[config.mk]
export PLATFORM = sky130hd
export DESIGN_NAME = multicycle_control_unit_flat
export DESIGN_NICKNAME = d
export VERILOG_FILES = /design/src/rtl/multicycle_control_unit_if.sv /design/src/rtl/multicycle_control_unit.sv /design/src/flat_wrapper.sv
export SDC_FILE = /design/constraint.sdc
export NUM_CORES = 1
export LEC_CHECK = 0
export CAP_MARGIN = 20
export CORE_MARGIN = 3
export CORE_UTILIZATION = 30
export DETAILED_ROUTE_END_ITERATION = 12
export PLACE_DENSITY = 0.53
export RECOVER_POWER = 25
export SLEW_MARGIN = 20
export SYNTH_ARGS = -nofsm -noshare
export SYNTH_HDL_FRONTEND = slang
export SYNTH_SLANG_ARGS = --single-unit
[constraint.sdc]
create_clock -name Clock -period 3.6 [get_ports Clock]
set_input_delay 0.9 -clock Clock [delete_from_list [all_inputs] [get_ports Clock]]
set_output_delay 0.9 -clock Clock [all_outputs]
set_load 0.1 [all_outputs]
[src/rtl/multicycle_control_unit_if.sv]
// Control/handshake bundle between the multi-cycle control unit and its datapath/memories.
// master = control unit side, slave = datapath/memory side.
interface multicycle_control_unit_if #(
  parameter int unsigned OPCODE_W = 4,
  parameter int unsigned ALUOP_W  = 2,
  parameter int unsigned CNT_W    = 16
);
  logic [OPCODE_W-1:0] OPCode;
  logic                InstrReady;
  logic                MemReady;
  logic                Stall;
  logic                IFetch;
  logic                IRWrite;
  logic                PCWrite;
  logic                RegDst;
  logic                ALUSrc;
  logic                MemToReg;
  logic                RegWrite;
  logic                MemRead;
  logic                MemWrite;
  logic [ALUOP_W-1:0]  ALUOp;
  logic                Branch;
  logic                IllegalOp;
  logic                BusError;
  logic [2:0]          StateOut;
  logic [CNT_W-1:0]    RetiredCount;

  modport master (
    input  OPCode, InstrReady, MemReady, Stall,
    output IFetch, IRWrite, PCWrite, RegDst, ALUSrc, MemToReg, RegWrite,
           MemRead, MemWrite, ALUOp, Branch, IllegalOp, BusError, StateOut, RetiredCount
  );

  modport slave (
    output OPCode, InstrReady, MemReady, Stall,
    input  IFetch, IRWrite, PCWrite, RegDst, ALUSrc, MemToReg, RegWrite,
           MemRead, MemWrite, ALUOp, Branch, IllegalOp, BusError, StateOut, RetiredCount
  );
endinterface

[src/rtl/multicycle_control_unit.sv]
// Multi-cycle FETCH/DECODE/EXECUTE/MEM/WRITEBACK sequencer for the 16-bit CPU with
// ready handshakes, stall, ready timeout, illegal-opcode detection and a retire counter.
module multicycle_control_unit #(
  parameter int unsigned OPCODE_W = 4,
  parameter int unsigned ALUOP_W  = 2,
  parameter int unsigned TIMEOUT  = 15,
  parameter int unsigned TO_W     = 4,
  parameter int unsigned CNT_W    = 16
) (
  input logic                  Clock,
  input logic                  Reset_n,
  multicycle_control_unit_if.master bus
);

  typedef enum logic [2:0] {
    FETCH     = 3'd0,
    DECODE    = 3'd1,
    EXECUTE   = 3'd2,
    MEM       = 3'd3,
    WRITEBACK = 3'd4
  } ctrlStateT;

  ctrlStateT        state, nextState;
  logic [3:0]       opReg, opNext;
  logic [TO_W-1:0]  toCnt, toNext;
  logic [CNT_W-1:0] retiredCnt;
  logic             resetHold;
  logic             retire;
  logic             isR, isI, isLw, isSw, isBeq, opLegal;
  logic             ready, inWait, timedOut;

  // Opcode classes of the latched instruction; legality is judged on the live opcode in DECODE.
  assign isR     = opReg inside {4'b0000, 4'b0001, 4'b0010};
  assign isI     = opReg inside {4'b1001, 4'b1010, 4'b1011};
  assign isLw    = (opReg == 4'b1100);
  assign isSw    = (opReg == 4'b1101);
  assign isBeq   = (opReg == 4'b1111);
  assign opLegal = ((bus.OPCode >> 4) == '0) &&
                   (bus.OPCode[3:0] inside {4'b0000, 4'b0001, 4'b0010, 4'b1001, 4'b1010,
                                            4'b1011, 4'b1100, 4'b1101, 4'b1111});

  assign ready    = (state == MEM) ? bus.MemReady : bus.InstrReady;
  assign inWait   = (state == FETCH) || (state == MEM);
  assign timedOut = inWait && !ready && (toCnt == TO_W'(TIMEOUT));

  assign bus.StateOut     = state;
  assign bus.RetiredCount = retiredCnt;

  // resetHold keeps every output quiet for the cycle following a reset edge.
  always_ff @(posedge Clock) begin
    if (!Reset_n) begin
      state      <= FETCH;
      opReg      <= '0;
      toCnt      <= '0;
      retiredCnt <= '0;
      resetHold  <= 1'b1;
    end else begin
      state     <= nextState;
      opReg     <= opNext;
      toCnt     <= toNext;
      resetHold <= 1'b0;
      if (retire) retiredCnt <= retiredCnt + CNT_W'(1);
    end
  end

  always_comb begin
    nextState     = state;
    opNext        = opReg;
    toNext        = toCnt;
    retire        = 1'b0;
    bus.IFetch    = 1'b0;
    bus.IRWrite   = 1'b0;
    bus.PCWrite   = 1'b0;
    bus.RegDst    = 1'b0;
    bus.ALUSrc    = 1'b0;
    bus.MemToReg  = 1'b0;
    bus.RegWrite  = 1'b0;
    bus.MemRead   = 1'b0;
    bus.MemWrite  = 1'b0;
    bus.ALUOp     = '0;
    bus.Branch    = 1'b0;
    bus.IllegalOp = 1'b0;
    bus.BusError  = 1'b0;

    if (Reset_n && !resetHold) begin
      case (state)
        FETCH: begin
          bus.IFetch = 1'b1;
          if (!bus.Stall) begin
            if (bus.InstrReady) begin
              bus.IRWrite = 1'b1;
              bus.PCWrite = 1'b1;
              nextState   = DECODE;
            end else if (timedOut) begin
              bus.BusError = 1'b1;
            end
          end
        end
        DECODE: begin
          if (!bus.Stall) begin
            opNext = bus.OPCode[3:0];
            if (opLegal) begin
              nextState = EXECUTE;
            end else begin
              bus.IllegalOp = 1'b1;
              nextState     = FETCH;
            end
          end
        end
        EXECUTE: begin
          if (isR) begin
            bus.RegDst = 1'b1;
            bus.ALUOp  = ALUOP_W'(2'b10);
          end else if (isI) begin
            bus.ALUSrc = 1'b1;
            bus.ALUOp  = ALUOP_W'(2'b11);
          end else if (isLw || isSw) begin
            bus.ALUSrc = 1'b1;
          end else if (isBeq) begin
            bus.ALUOp  = ALUOP_W'(2'b01);
            bus.Branch = 1'b1;
          end
          if (!bus.Stall) begin
            if (isBeq) begin
              nextState = FETCH;
              retire    = 1'b1;
            end else if (isLw || isSw) begin
              nextState = MEM;
            end else begin
              nextState = WRITEBACK;
            end
          end
        end
        MEM: begin
          bus.MemRead = isLw;
          if (!bus.Stall) begin
            if (bus.MemReady) begin
              bus.MemWrite = isSw;
              nextState    = isLw ? WRITEBACK : FETCH;
              retire       = isSw;
            end else if (timedOut) begin
              bus.BusError = 1'b1;
              nextState    = FETCH;
            end else begin
              bus.MemWrite = isSw;
            end
          end
        end
        WRITEBACK: begin
          bus.RegDst   = isR;
          bus.MemToReg = isLw;
          bus.RegWrite = !bus.Stall;
          if (!bus.Stall) begin
            nextState = FETCH;
            retire    = 1'b1;
          end
        end
        default: nextState = FETCH;
      endcase

      // Wait counter runs only while a handshake is outstanding; any exit or timeout clears it.
      if (!bus.Stall) toNext = (inWait && !ready && !timedOut) ? toCnt + TO_W'(1) : '0;
    end
  end

endmodule

[src/flat_wrapper.sv]
// flat-port wrapper written by rule: the top's interface ports become plain ports
module multicycle_control_unit_flat 
#(
  parameter int unsigned OPCODE_W = 4,
  parameter int unsigned ALUOP_W  = 2,
  parameter int unsigned TIMEOUT  = 15,
  parameter int unsigned TO_W     = 4,
  parameter int unsigned CNT_W    = 16
)
  (Clock, Reset_n, bus_OPCode, bus_InstrReady, bus_MemReady, bus_Stall, bus_IFetch, bus_IRWrite, bus_PCWrite, bus_RegDst, bus_ALUSrc, bus_MemToReg, bus_RegWrite, bus_MemRead, bus_MemWrite, bus_ALUOp, bus_Branch, bus_IllegalOp, bus_BusError, bus_StateOut, bus_RetiredCount);
  multicycle_control_unit_if #(.OPCODE_W(OPCODE_W), .ALUOP_W(ALUOP_W), .CNT_W(CNT_W)) bus_i ();
  input logic Clock;
  input logic Reset_n;
  input wire logic [$bits(bus_i.OPCode)-1:0] bus_OPCode;
  input wire logic [$bits(bus_i.InstrReady)-1:0] bus_InstrReady;
  input wire logic [$bits(bus_i.MemReady)-1:0] bus_MemReady;
  input wire logic [$bits(bus_i.Stall)-1:0] bus_Stall;
  output wire logic [$bits(bus_i.IFetch)-1:0] bus_IFetch;
  output wire logic [$bits(bus_i.IRWrite)-1:0] bus_IRWrite;
  output wire logic [$bits(bus_i.PCWrite)-1:0] bus_PCWrite;
  output wire logic [$bits(bus_i.RegDst)-1:0] bus_RegDst;
  output wire logic [$bits(bus_i.ALUSrc)-1:0] bus_ALUSrc;
  output wire logic [$bits(bus_i.MemToReg)-1:0] bus_MemToReg;
  output wire logic [$bits(bus_i.RegWrite)-1:0] bus_RegWrite;
  output wire logic [$bits(bus_i.MemRead)-1:0] bus_MemRead;
  output wire logic [$bits(bus_i.MemWrite)-1:0] bus_MemWrite;
  output wire logic [$bits(bus_i.ALUOp)-1:0] bus_ALUOp;
  output wire logic [$bits(bus_i.Branch)-1:0] bus_Branch;
  output wire logic [$bits(bus_i.IllegalOp)-1:0] bus_IllegalOp;
  output wire logic [$bits(bus_i.BusError)-1:0] bus_BusError;
  output wire logic [$bits(bus_i.StateOut)-1:0] bus_StateOut;
  output wire logic [$bits(bus_i.RetiredCount)-1:0] bus_RetiredCount;
  assign bus_i.OPCode = bus_OPCode;
  assign bus_i.InstrReady = bus_InstrReady;
  assign bus_i.MemReady = bus_MemReady;
  assign bus_i.Stall = bus_Stall;
  assign bus_IFetch = bus_i.IFetch;
  assign bus_IRWrite = bus_i.IRWrite;
  assign bus_PCWrite = bus_i.PCWrite;
  assign bus_RegDst = bus_i.RegDst;
  assign bus_ALUSrc = bus_i.ALUSrc;
  assign bus_MemToReg = bus_i.MemToReg;
  assign bus_RegWrite = bus_i.RegWrite;
  assign bus_MemRead = bus_i.MemRead;
  assign bus_MemWrite = bus_i.MemWrite;
  assign bus_ALUOp = bus_i.ALUOp;
  assign bus_Branch = bus_i.Branch;
  assign bus_IllegalOp = bus_i.IllegalOp;
  assign bus_BusError = bus_i.BusError;
  assign bus_StateOut = bus_i.StateOut;
  assign bus_RetiredCount = bus_i.RetiredCount;
  multicycle_control_unit #(.OPCODE_W(OPCODE_W), .ALUOP_W(ALUOP_W), .TIMEOUT(TIMEOUT), .TO_W(TO_W), .CNT_W(CNT_W)) u_core (.Clock(Clock), .Reset_n(Reset_n), .bus(bus_i));
endmodule
-- After elaboration in Yosys (flattened, before gate mapping)
Index checks and enable logic that the tools add are counted.
Widths: inputs -> output; s select.
- bitwise logic cells: 1
- reductions and logical operators: 19
- add/subtract/negate cells: 2
- equal/unequal tests: 28
- muxes and demuxes: 70
- operators by type and width (kind ; number):
    $eq 4x4->1 const B ; 13
    $mux 1 ; 48
    $mux 3 ; 11
    $add 16x1->16 const B ; 1
    $pmux 3 s5 ; 1
    $mux 2 ; 6
    $ne 2x2->1 const B ; 6
    $reduce_bool 9->1 ; 1
    $eq 4x1->1 const B ; 2
    $eq 4x2->1 const B ; 2
    $logic_not 4->1 ; 2
    $reduce_and 8->1 ; 1
    $eq 3x2->1 const B ; 2
    $reduce_bool 3->1 ; 2
    $add 4x1->4 const B ; 1
    $logic_and 1x1->1 ; 4
    $logic_not 1->1 ; 4
    $mux 4 ; 1
    $pmux 1 s2 ; 2
    $eq 3x1->1 const B ; 1
    $eq 3x3->1 const B ; 1
    $logic_not 3->1 ; 1
    $ne 3x2->1 const B ; 1
    $pmux 1 s3 ; 1
    other kinds (4) ; 5
- logic and storage cells: 125
- input bits: 9
- bits in registers: 28
- output and inout port bits: 33

-- Logic depth before layout (Yosys ltp)
- word-level depth: 10
- gate-level depth with buffers: 7
- gate-level depth less buffers: 6

-- Worst setup path after synthesis
No wires, ideal clock.
- path kind: register to output
- start point: reg u_core.state[1], in the netlist u_core.bus.StateOut[1]
- end point: out bus_MemRead
- data required time: 2.700 ns
- slack: -1.393 ns
- stages on the path, launching flop included: 3
- buffers on the path: 0
- arrival time: 4.093 ns
- path through: dfxtp_1 > nand4_2 > nor4_1
- cells in the longest elaborated chain, start to end: 3
- RTL lines (what ; RTL line ; RTL):
    start, declared ; multicycle_control_unit.sv:23 ; ctrlStateT state, nextState;
    start signal, assigned ; multicycle_control_unit.sv:58 ; state <= nextState;
    $eq 3x2->1 ; multicycle_control_unit.sv:86 ; case (state)
    $mux 1 ; multicycle_control_unit.sv:86 ;
    $mux 1 ; multicycle_control_unit.sv:85 ; if (Reset_n && !resetHold) begin
    end, declared ; flat_wrapper.sv:25 ; output wire logic [$bits(bus_i.MemRead)-1:0] bus_MemRead;
Every way passes these cells.

-- Worst setup path in the final report
- start point: in Reset_n
- end point: out bus_IllegalOp
- cells in the longest elaborated chain, start to end: 2
- RTL lines (what ; RTL line ; RTL):
    start, declared ; flat_wrapper.sv:13 ; input logic Reset_n;
    $logic_and 1x1->1 ; multicycle_control_unit.sv:85 ;
    $mux 1 ; multicycle_control_unit.sv:85 ;
    end, declared ; flat_wrapper.sv:29 ; output wire logic [$bits(bus_i.IllegalOp)-1:0] bus_IllegalOp;
Every way passes these cells.

==> summary.md <==
| Metric | Value |
|---|---|
| Crit path kind | `in2out` |
| Crit Path Max Fanout | `2` |
| Switch share | `22.73%` |
| PnR Total Power | `628.7 uW` |
| Metal2 WL | `1.758 mm` |
| # resized after CTS | `0` |
| Iteration-0 DRC Markers | `101` |
| Yosys warns | `0` |
| Syn Std Cell Area | `1690 um2` |
| Post-synthesis cell type count | `41` |
| Most used DFF post-synth | `dfxtp_1` |
| Post-Route Skew | `0.01102 ns` |
| Leading area contributor after synthesis | `dfxtp_1` |
| Worst stage delay on the critical path | `0.49 ns` |
| Clock Latency Late Sink | `0.28 ns` |
| P&R area growth vs syn | `36.86%` |
| Hold WS | `0.4906 ns` |
| Synth top area cells | `dfxtp_1 33%, a21oi_1 5.9%, mux2i_1 5.3%, nor2_1 4.4%, nand2_1 4.2%` |
| Net Sw Power | `142.9 uW` |
| CTS Buffer Depth | `2` |
| Max-cap violations | `0` |
| Largest family of logic cells by synthesized area | `simple AND/OR/NAND/NOR gates` |
| Drt pass-1 iters | `4` |
| Syn Inst Count | `214` |
| Endpoints failing hold | `0` |
| Top-Level Pins | `42` |
| Cts hold-fix bufs | `0` |
| Wl on met1 | `2.046 mm` |
| Number of remaining DRC errors | `0` |
| Antenna violations before repair | `0` |
| Reg2Reg Setup Slack | `1.13 ns` |
| Minimum clock period | `3.390 ns` |
| Mean Syn Cell Area | `7.899 um2` |
| Int Pwr | `485.8 uW` |
| Post-route ant nets | `0` |
| Mapped Nets | `225` |
| Post-detailed-routing wire length | `4.043 mm` |
| Post-synth EDFFs | `0` |
| Core Region | `5270 um2` |
| Pin count of the biggest net entering global routing | `23` |
| Final GP Congestion | `0.8070` |
| Hold Path Depth | `2` |
| Rel. slew slack | `22.35%` |
| Setup tns final | `0 ns` |
| HP Class | `reg2reg` |
| Simple-Gate Fraction of Synth Area | `31.68%` |
| Clock tree from TritonCTS | `done` |
| Drt via density | `5.047` |
| Remaining Overflow, GRT | `0` |
| Cell depth of the worst flop-to-flop path | `5` |
| Startpoint Class | `input pin` |
| Reg power frac | `50.0%` |
| TritonCTS Buffers | `3` |
| Clock Pin Slew Worst Setup and Hold Paths | `0.10 ns` |
| Worst Path Arrival | `2.49 ns` |
| Share of layout cells above drive strength 1 | `18.33%` |
| Die Ht | `81.07 um` |
| Power per cell area | `271.8 nW/um2` |
| # setup viols final | `0` |
| Period utilization | `94.17%` |
| Post-synth ARST share | `0%` |
| Clock sink total | `28` |
| Synth Register Bits | `28` |
| Startpoint of the worst hold path | `u_core.bus.RetiredCount[15]` |
| Slew Viols, Final | `0` |
| Final nets | `263` |
| Worst vdd ir | `135.3 uV` |
| Most numerous cell in the Yosys netlist | `dfxtp_1` |
| Met3 WL | `213 um` |
| Post-Place Worst Slack | `0.1968 ns` |
| Critical path, cell by cell | `clkdlybuf4s50_1, nand2b_1, or2_2, or3_1, nor2_4, buf_12` |
| Max frequency | `0.2950 GHz` |
| Worst path slowest cell | `clkdlybuf4s50_1` |
| Worst r2r src | `u_core.bus.StateOut[1]` |
| Die X | `81.07 um` |
| Status | `finished, final reports clean` |
| Post-Synth XOR/XNOR Area | `2.073%` |
| Root Driver | `clkbuf_8` |
| Final worst setup slack | `0.2098 ns` |
| First-pass GRT wire length | `6.913 mm` |
| GRT Resource Usage Total | `13.09%` |
| Compound-cell area share of the yosys netlist | `19.47%` |
| RSZ-0062 raised after global routing | `no` |
| R2R Path End | `u_core.bus.RetiredCount[12]` |
| Starting density of the core | `32.08%` |
| CP Data Required Time | `2.70 ns` |
| Crit path from | `Reset_n` |
| Worst Setup End Kind | `primary output` |
| Postcts setup bufs | `0` |
| Logic pwr share | `10.5%` |
| Ant diodes | `0` |
| Number of core rows | `26` |
| DR WL/cell | `12.60 um` |
| Worst slew pin tran | `1.170 ns` |
| Termination of the worst setup path | `bus_IllegalOp` |
| Mux contribution to synthesized area | `5.329%` |
| Ranking of synthesized cells by instance count | `28 x dfxtp_1, 20 x a21oi_1, 20 x nor2_1` |
| Port Buffers | `41` |
| Post-synth top area share | `33.16%` |
| Vias in the first global route | `1509` |
| P_leak | `0.8480 nW` |
| Post-synthesis sequential area ratio | `33.16%` |
| Max layer used | `met4` |
| Adder-cell share of the synthesized area | `1.480%` |
| CTS HTree Levels | `1` |
| Fin util | `43.90%` |
| Die ar. | `6572 um2` |
| HPWL Detailed | `3.067 mm` |
| Via count | `1620` |
| Clock group share of total power | `39.5%` |
==> how the worst min path moves through the flow <==
stage                                        endpoint  slack [ns]
after floorplan                       u_core.toCnt[1]        0.45
after global placement                u_core.toCnt[1]        0.47
after detailed placement  u_core.bus.RetiredCount[15]        0.47
after CTS                 u_core.bus.RetiredCount[15]        0.49
after global routing                  u_core.toCnt[0]        0.52
final                     u_core.bus.RetiredCount[15]        0.49
==> cell type report <==
cell class,count,area (um2)
well taps,70,87.58
inverters,11,41.29
fillers,557,2957
repair buffers,47,491.7
flip-flops and latches,28,560.5
clock inverters,1,30.03
multi-input cells,161,1061
clock buffers,3,41.29
==> registers in the layout, summed over array words and instances (netlist names) <==
register	count
u_core.bus.RetiredCount	16
u_core.bus.StateOut	3
u_core.opReg	4
u_core.resetHold	1
u_core.toCnt	4
==> critical path: cells and delay by family <==
family | cells | cell delay [ns]
simple gates | 4 | 0.93
buf+inv | 2 | 0.67
==> cell families after synthesis <==
family | after synthesis
adder cells (fa/ha/maj) | 2
XOR/XNOR | 4
AND/OR/NAND/NOR | 101
AO/OA/AOI/OAI | 45
multiplexers | 9
flip-flops | 28
buffers and inverters | 25
==> metal layers <==
layer | global-route usage [%] | vias to the layer above
met5 | 0 | -
met4 | 3.041 | 0
met3 | 1.996 | 2
met2 | 20.03 | 36
met1 | 19.24 | 750
li1 | - | 832
==> stage by stage <==
| stage | instances | cell area [um2] |
|---|---|---|
| detailed placement | 317 | 2298 |
| CTS | 321 | 2370 |
| finish | 321 | 2313 |
| global route | 321 | 2313 |
| global placement | 317 | 2298 |
| floorplan | 214 | 1737 |
==> power groups by stage <==
stage               combinational [mW]  sequential (mW)  clock (mW)
floorplan                       0.0354            0.324           0
global placement                0.0661            0.322           0
detailed placement              0.0663            0.322           0
CTS                             0.0665            0.315       0.260
global route                    0.0710            0.315       0.268
finish                          0.0658            0.314       0.248
==> placed cells by master (no fill, tap or decap), drive strengths merged, types with 5 or more instances in the layout <==
cell type,netlist,layout
clkbuf,7,18
a21oi,20,20
o21ai,5,5
inv,11,11
buf,7,24
nand3,13,13
dfxtp,28,28
clkdlybuf4s50,0,8
a21o,6,6
nor2,20,20
nand2,19,19
nor3,8,8
nand4,5,5
mux2i,9,9
nand2b,10,10
No activity file was read; power rests on OpenSTA's default activity.
